==> src/rtl/mac_array_stream.sv <==
// Streaming N-lane multiply-accumulate array: collects K operand beats per result,
// then presents the per-lane sums until the consumer takes them.

module mac_lane #(
  parameter int DATA_WIDTH = 8,
  parameter int ACC_WIDTH  = 24,
  parameter bit SATURATE   = 1'b0
) (
  input  logic                  clk,
  input  logic                  rst_n,
  input  logic                  clr,
  input  logic                  en,
  input  logic [DATA_WIDTH-1:0] a,
  input  logic [DATA_WIDTH-1:0] b,
  output logic [ACC_WIDTH-1:0]  acc,
  output logic                  ovf
);
  logic [2*DATA_WIDTH-1:0] prod;
  logic [ACC_WIDTH:0]      sum;

  assign prod = a * b;
  // One extra bit catches the carry out of the accumulator.
  assign sum  = {1'b0, acc} + {{(ACC_WIDTH+1-2*DATA_WIDTH){1'b0}}, prod};

  always_ff @(posedge clk or negedge rst_n) begin
    if (!rst_n) begin
      acc <= '0;
      ovf <= 1'b0;
    end else if (clr) begin
      acc <= '0;
      ovf <= 1'b0;
    end else if (en) begin
      if (sum[ACC_WIDTH]) begin
        ovf <= 1'b1;
        acc <= SATURATE ? {ACC_WIDTH{1'b1}} : sum[ACC_WIDTH-1:0];
      end else begin
        acc <= sum[ACC_WIDTH-1:0];
      end
    end
  end
endmodule

module mac_array_stream #(
  parameter int DATA_WIDTH = 8,
  parameter int N          = 8,
  parameter int K          = 8,
  parameter int ACC_WIDTH  = 3*DATA_WIDTH,
  parameter bit SATURATE   = 1'b0
) (
  input  logic                               clk,
  input  logic                               rst_n,
  input  logic                               clr,
  input  logic                               in_valid,
  output logic                               in_ready,
  input  logic [N-1:0][DATA_WIDTH-1:0]       a_in,
  input  logic [DATA_WIDTH-1:0]              b_in,
  output logic                               out_valid,
  input  logic                               out_ready,
  output logic [N-1:0][ACC_WIDTH-1:0]        c_out,
  output logic [N-1:0]                       ovf,
  output logic [$clog2(K+1)-1:0]             beat_cnt
);
  localparam int CW = $clog2(K+1);

  typedef enum logic {ACC, HOLD} state_t;
  state_t state;

  logic accept, take, lane_clr;

  assign in_ready  = rst_n && (state == ACC) && !clr;
  assign out_valid = (state == HOLD);
  assign accept    = in_valid && in_ready;
  assign take      = (state == HOLD) && out_ready;
  assign lane_clr  = clr || take;

  always_ff @(posedge clk or negedge rst_n) begin
    if (!rst_n) begin
      state    <= ACC;
      beat_cnt <= '0;
    end else if (clr || take) begin
      state    <= ACC;
      beat_cnt <= '0;
    end else if (accept) begin
      beat_cnt <= beat_cnt + CW'(1);
      if (beat_cnt == CW'(K-1)) state <= HOLD;
    end
  end

  for (genvar g = 0; g < N; g++) begin : g_lane
    mac_lane #(
      .DATA_WIDTH(DATA_WIDTH),
      .ACC_WIDTH (ACC_WIDTH),
      .SATURATE  (SATURATE)
    ) u_lane (
      .clk  (clk),
      .rst_n(rst_n),
      .clr  (lane_clr),
      .en   (accept),
      .a    (a_in[g]),
      .b    (b_in),
      .acc  (c_out[g]),
      .ovf  (ovf[g])
    );
  end
endmodule

==> config.mk <==
export PLATFORM = sky130hd
export DESIGN_NAME = mac_array_stream
export DESIGN_NICKNAME = d
export VERILOG_FILES = /design/src/rtl/mac_array_stream.sv
export SDC_FILE = /design/constraint.sdc
export NUM_CORES = 2
export LEC_CHECK = 0
export ABC_CLOCK_PERIOD_IN_PS = 4600
export CAP_MARGIN = 30
export CORE_UTILIZATION = 45
export DETAILED_ROUTE_END_ITERATION = 10
export GPL_ROUTABILITY_DRIVEN = 0
export PLACE_DENSITY = 0.68
export SYNTH_ARGS = -nofsm -noshare
export SYNTH_HDL_FRONTEND = slang
export SYNTH_SLANG_ARGS = --single-unit
export TNS_END_PERCENT = 100
==> constraint.sdc <==
create_clock -name clk -period 4.6 [get_ports clk]
set_clock_uncertainty 0.05 [all_clocks]
set_input_delay 0.92 -clock clk [delete_from_list [all_inputs] [get_ports clk]]
set_output_delay 0.92 -clock clk [all_outputs]
set_load 0.01 [all_outputs]
==> results.txt <==
* Number of ports placed on the die boundary: around 280
* Die width: ~260 um
- Worst slew margin: a little over two fifths
* Worst Setup Slack, final: -0.191 ns
- The final route contains approximately 26000 vias.
- Clock period minus final worst setup slack: approximately 4.8 ns
- After legalization and detailed placement, the total HPWL measured around 66000 um.
- The clock net in this run drives a total of approximately 200 sinks.
- Number of antenna violations at the first check in global routing: 8
* Number of cells on the worst reg-to-reg path: 18
- R2r endpoint: g_lane[6].u_lane.acc[23]$_DFFE_PN0P_
- Leading post-synthesis cells by cell area: fa_1 27%, dfrtp_1 17%, ha_1 14%
- Power per cell area: 705 mW/mm^2
- Clock root buffer: clkbuf_16
* Post-Route Utilization: 64.0%
- Summing all non-filler instances in the final layout gives an area of 0.0413 mm^2.
* Synthesized instance count: 3381
- The core region is approximately 0.065 mm^2.
- In this run the static leakage power is ~21 nW.
- Before antenna repair, the detailed router went through 5 iterations.
- Max capacitance violation total: 0
- Clock latency of the later-clocked register in the worst-skew pair: roughly 0.59 ns
- Cell types with the highest counts after synthesis: 780 x inv_1, 400 x fa_1, 397 x nand2_1, 329 x ha_1, 287 x and2_1
- inv_1 is the most common cell in the netlist.
- In the synthesized netlist the dominant register cell turns out to be dfrtp_1.
* Clock input transition at the sequential cells of the worst setup and hold paths: 0.06 ns
- For this block, the routed nets add up to approximately 90000 um of wire.
- Routed Antenna Nets: 0
- Post-synthesis cell type count: 72
- Kind of launch point of the worst setup path: input port
- At the pin with the least slew margin, the transition time is between 0.8 and 0.9 ns.
* Synth-to-Final Area Change: 40.0%
- In this run, the number of DRC markers left after iteration 0 of detailed routing was 1520.
- In this run, post-CTS hold repair placed 0 buffers.
- Entering global routing, the biggest net connects 66 pins.
* Vias in the first global route: 26600
- Run status: complete, but fails checks
* Finished Layout Cells: around 5000
* Critical path peak fanout: 6
* Global Route Usage Sum: between 20 and 30%
* Mean cell area of the mapped netlist: between 8 and 9 um^2
* Row count: 93
* Num CTS Buffers: 29
- Maximum clock frequency: ~210 MHz
- Total placed instance area: 0.0372 mm^2
- Total global routing overflow: 0
* Endpoints failing setup: 53
* Violations in the final reports: negative setup slack
- For this run, the post-layout net count is 4885.
- For the final routed database, the setup TNS stands at -2.95 ns.
- Path type of the worst setup path: input port to register
- TritonCTS built the clock tree.
* Sequential area share after synthesis: 17.4%
- Dividing the final minimum period by the clock period gives 104%.
- The worst setup path is captured at a register.
- Largest area contributor in the netlist: fa_1
* Count of flip-flops with a built-in enable after synthesis: 0
- Largest vdd supply drop: between 0.4 and 0.5 mV
- Asr flop ratio synth: 100%
- Initial cell density of the core: 45.7%
- Arrival time of data at the critical path endpoint: roughly 5.3 ns
- The number of placed instances, taps included, is 4788.
- The hold violation count in the final report came to 0.
- Number of nets in the synthesized netlist: between 4000 and 5000
- Input and output buffers added on the ports amount to approximately 280.
- Synthesized area: 0.0295 mm^2
* Reg2Reg Launch Point: g_lane[6].u_lane.acc[3]$_DFFE_PN0P_
- The floorplan step set the die height to ~260 um.
- Total of fill cells in the finished design: 5332
- In the final routed layout, each cell accounts on average for ~19 um.
- Fraction of final layout cells sized beyond drive strength 1: 25.7%
- The floorplan step defined a die boundary enclosing around 0.067 mm^2.
* Warning count from the yosys run: 0
- After detailed routing, the number of remaining DRC violations is 0.
- Clock H-tree levels: 1
* FF+latch count, synth: about 200
- No sink is reached through more buffers than the 3 on the longest clock path.
- Vias per inst: 5.17
* Req. time, crit path: 5.06 ns
* Number of slew-limit violations in the final report: 0
* Share of the synthesized area in the top cell type: a little over a quarter
- First-pass GRT wire length: roughly 140000 um
- Across all register-to-register paths, the minimum setup slack is ~0.090 ns.
- The min-delay analysis places its worst path in the category input port to asynchronous set/reset pin.
* RSZ-0062 raised after global routing: yes
==> cell families (layout without fill, tap and decap cells) <==
logic type,after synthesis,after routing,share of synthesized area (%)
AO/OA/AOI/OAI,520,520,11.3
XOR/XNOR,107,107,3.17
adder cells (fa/ha/maj),729,729,41.1
buffers and inverters,900,1617,11.6
flip-flops,205,205,17.4
multiplexers,11,11,0.373
other,0,3,0
AND/OR/NAND/NOR,909,909,15.1
==> layout by cell type (no fill, tap or decap), types with 30 or more instances in the layout <==
master,instances
o21ai_0,65
ha_1,265
buf_12,30
a21o_1,45
buf_6,64
fa_1,367
clkdlybuf4s50_1,210
nand2_1,340
a21oi_2,33
nand2_2,40
a21oi_1,60
o21ai_1,43
and2_4,41
clkbuf_16,31
inv_2,64
inv_1,716
and2_1,246
xor2_1,67
ha_4,59
nor2_1,68
buf_4,382
fa_2,33
o22ai_1,49
dfrtp_1,205
==> critical path, cell delays in order <==
cell and delay [ns]:
buf_12 0.11, buf_8 0.13, buf_12 0.14, buf_8 0.12
nand2_4 0.04, fa_2 0.52, inv_2 0.04, fa_1 0.46
fa_2 0.56, inv_2 0.04, fa_2 0.52, inv_2 0.04
ha_4 0.25, o211a_1 0.17, o31ai_4 0.09, a211o_1 0.32
a21o_4 0.27, or3_1 0.36, a21oi_1 0.14
==> sequential cells by signal, summed over array words and instances (netlist names) <==
name               flops
g_lane.u_lane.acc    192
out_valid              1
beat_cnt               4
g_lane.u_lane.ovf      8
==> power breakdown <==
part / internal [W] / switching [W]
Sequential: 0.00219 / 0.000365
Combinational: 0.0122 / 0.0120
Clock: 0.00143 / 0.000958
Total: 0.0158 / 0.0133
==> area by class of cell <==
type	count	area [um^2]	area share, %
Multi-Input combinational cell	2276	23600	57.1
Timing Repair Buffer	787	7640	18.5
Sequential cell	205	5130	12.4
Inverter	780	2930	7.08
Tap cell	855	1070	2.59
Clock buffer	39	803	1.94
Clock inverter	11	160	0.387
Antenna cell	3	7.51	0.0182
==> worst max-delay path by stage <==
stage / slack, ns / cells past startpoint / to / start
final: -0.19 / 19 / g_lane[2].u_lane.acc[23]$_DFFE_PN0P_ / b_in[1]
after global routing: -0.28 / 20 / g_lane[5].u_lane.acc[23]$_DFFE_PN0P_ / b_in[1]
after CTS: -0.17 / 18 / g_lane[6].u_lane.acc[23]$_DFFE_PN0P_ / a_in[51]
after detailed placement: -1.12 / 17 / g_lane[2].u_lane.acc[23]$_DFFE_PN0P_ / b_in[3]
after global placement: -1.08 / 17 / g_lane[2].u_lane.acc[23]$_DFFE_PN0P_ / b_in[3]
after floorplan: -0.41 / 17 / g_lane[6].u_lane.acc[23]$_DFFE_PN0P_ / b_in[7]
==> metrics by stage <==
step                setup WS, ns  power (W)  hold slack (ns)
finish                    -0.191     0.0292            0.171
global route              -0.283     0.0317            0.211
CTS                       -0.172     0.0269            0.181
detailed placement         -1.12     0.0232            0.436
global placement           -1.08     0.0228            0.422
floorplan                 -0.407     0.0163            0.414
==> repair_timing <==
action                                  4_1_cts  5_1_grt
endpoints found under the setup margin      124      109
gates resized for setup                     363      316
setup buffers                                74       37
gates cloned                                 14        2
pin swaps                                   180      153
==> layer usage <==
layer / vias to the layer above / track usage, % / wire, um
li1: 12000 / - / -
met1: 12800 / 37.2 / 39800
met2: 681 / 45.2 / 43800
met3: 139 / 5.11 / 6070
met4: 8 / 7.91 / 2450
met5: - / 0 / 53
Note: power is estimated with default switching activity, not from simulation.
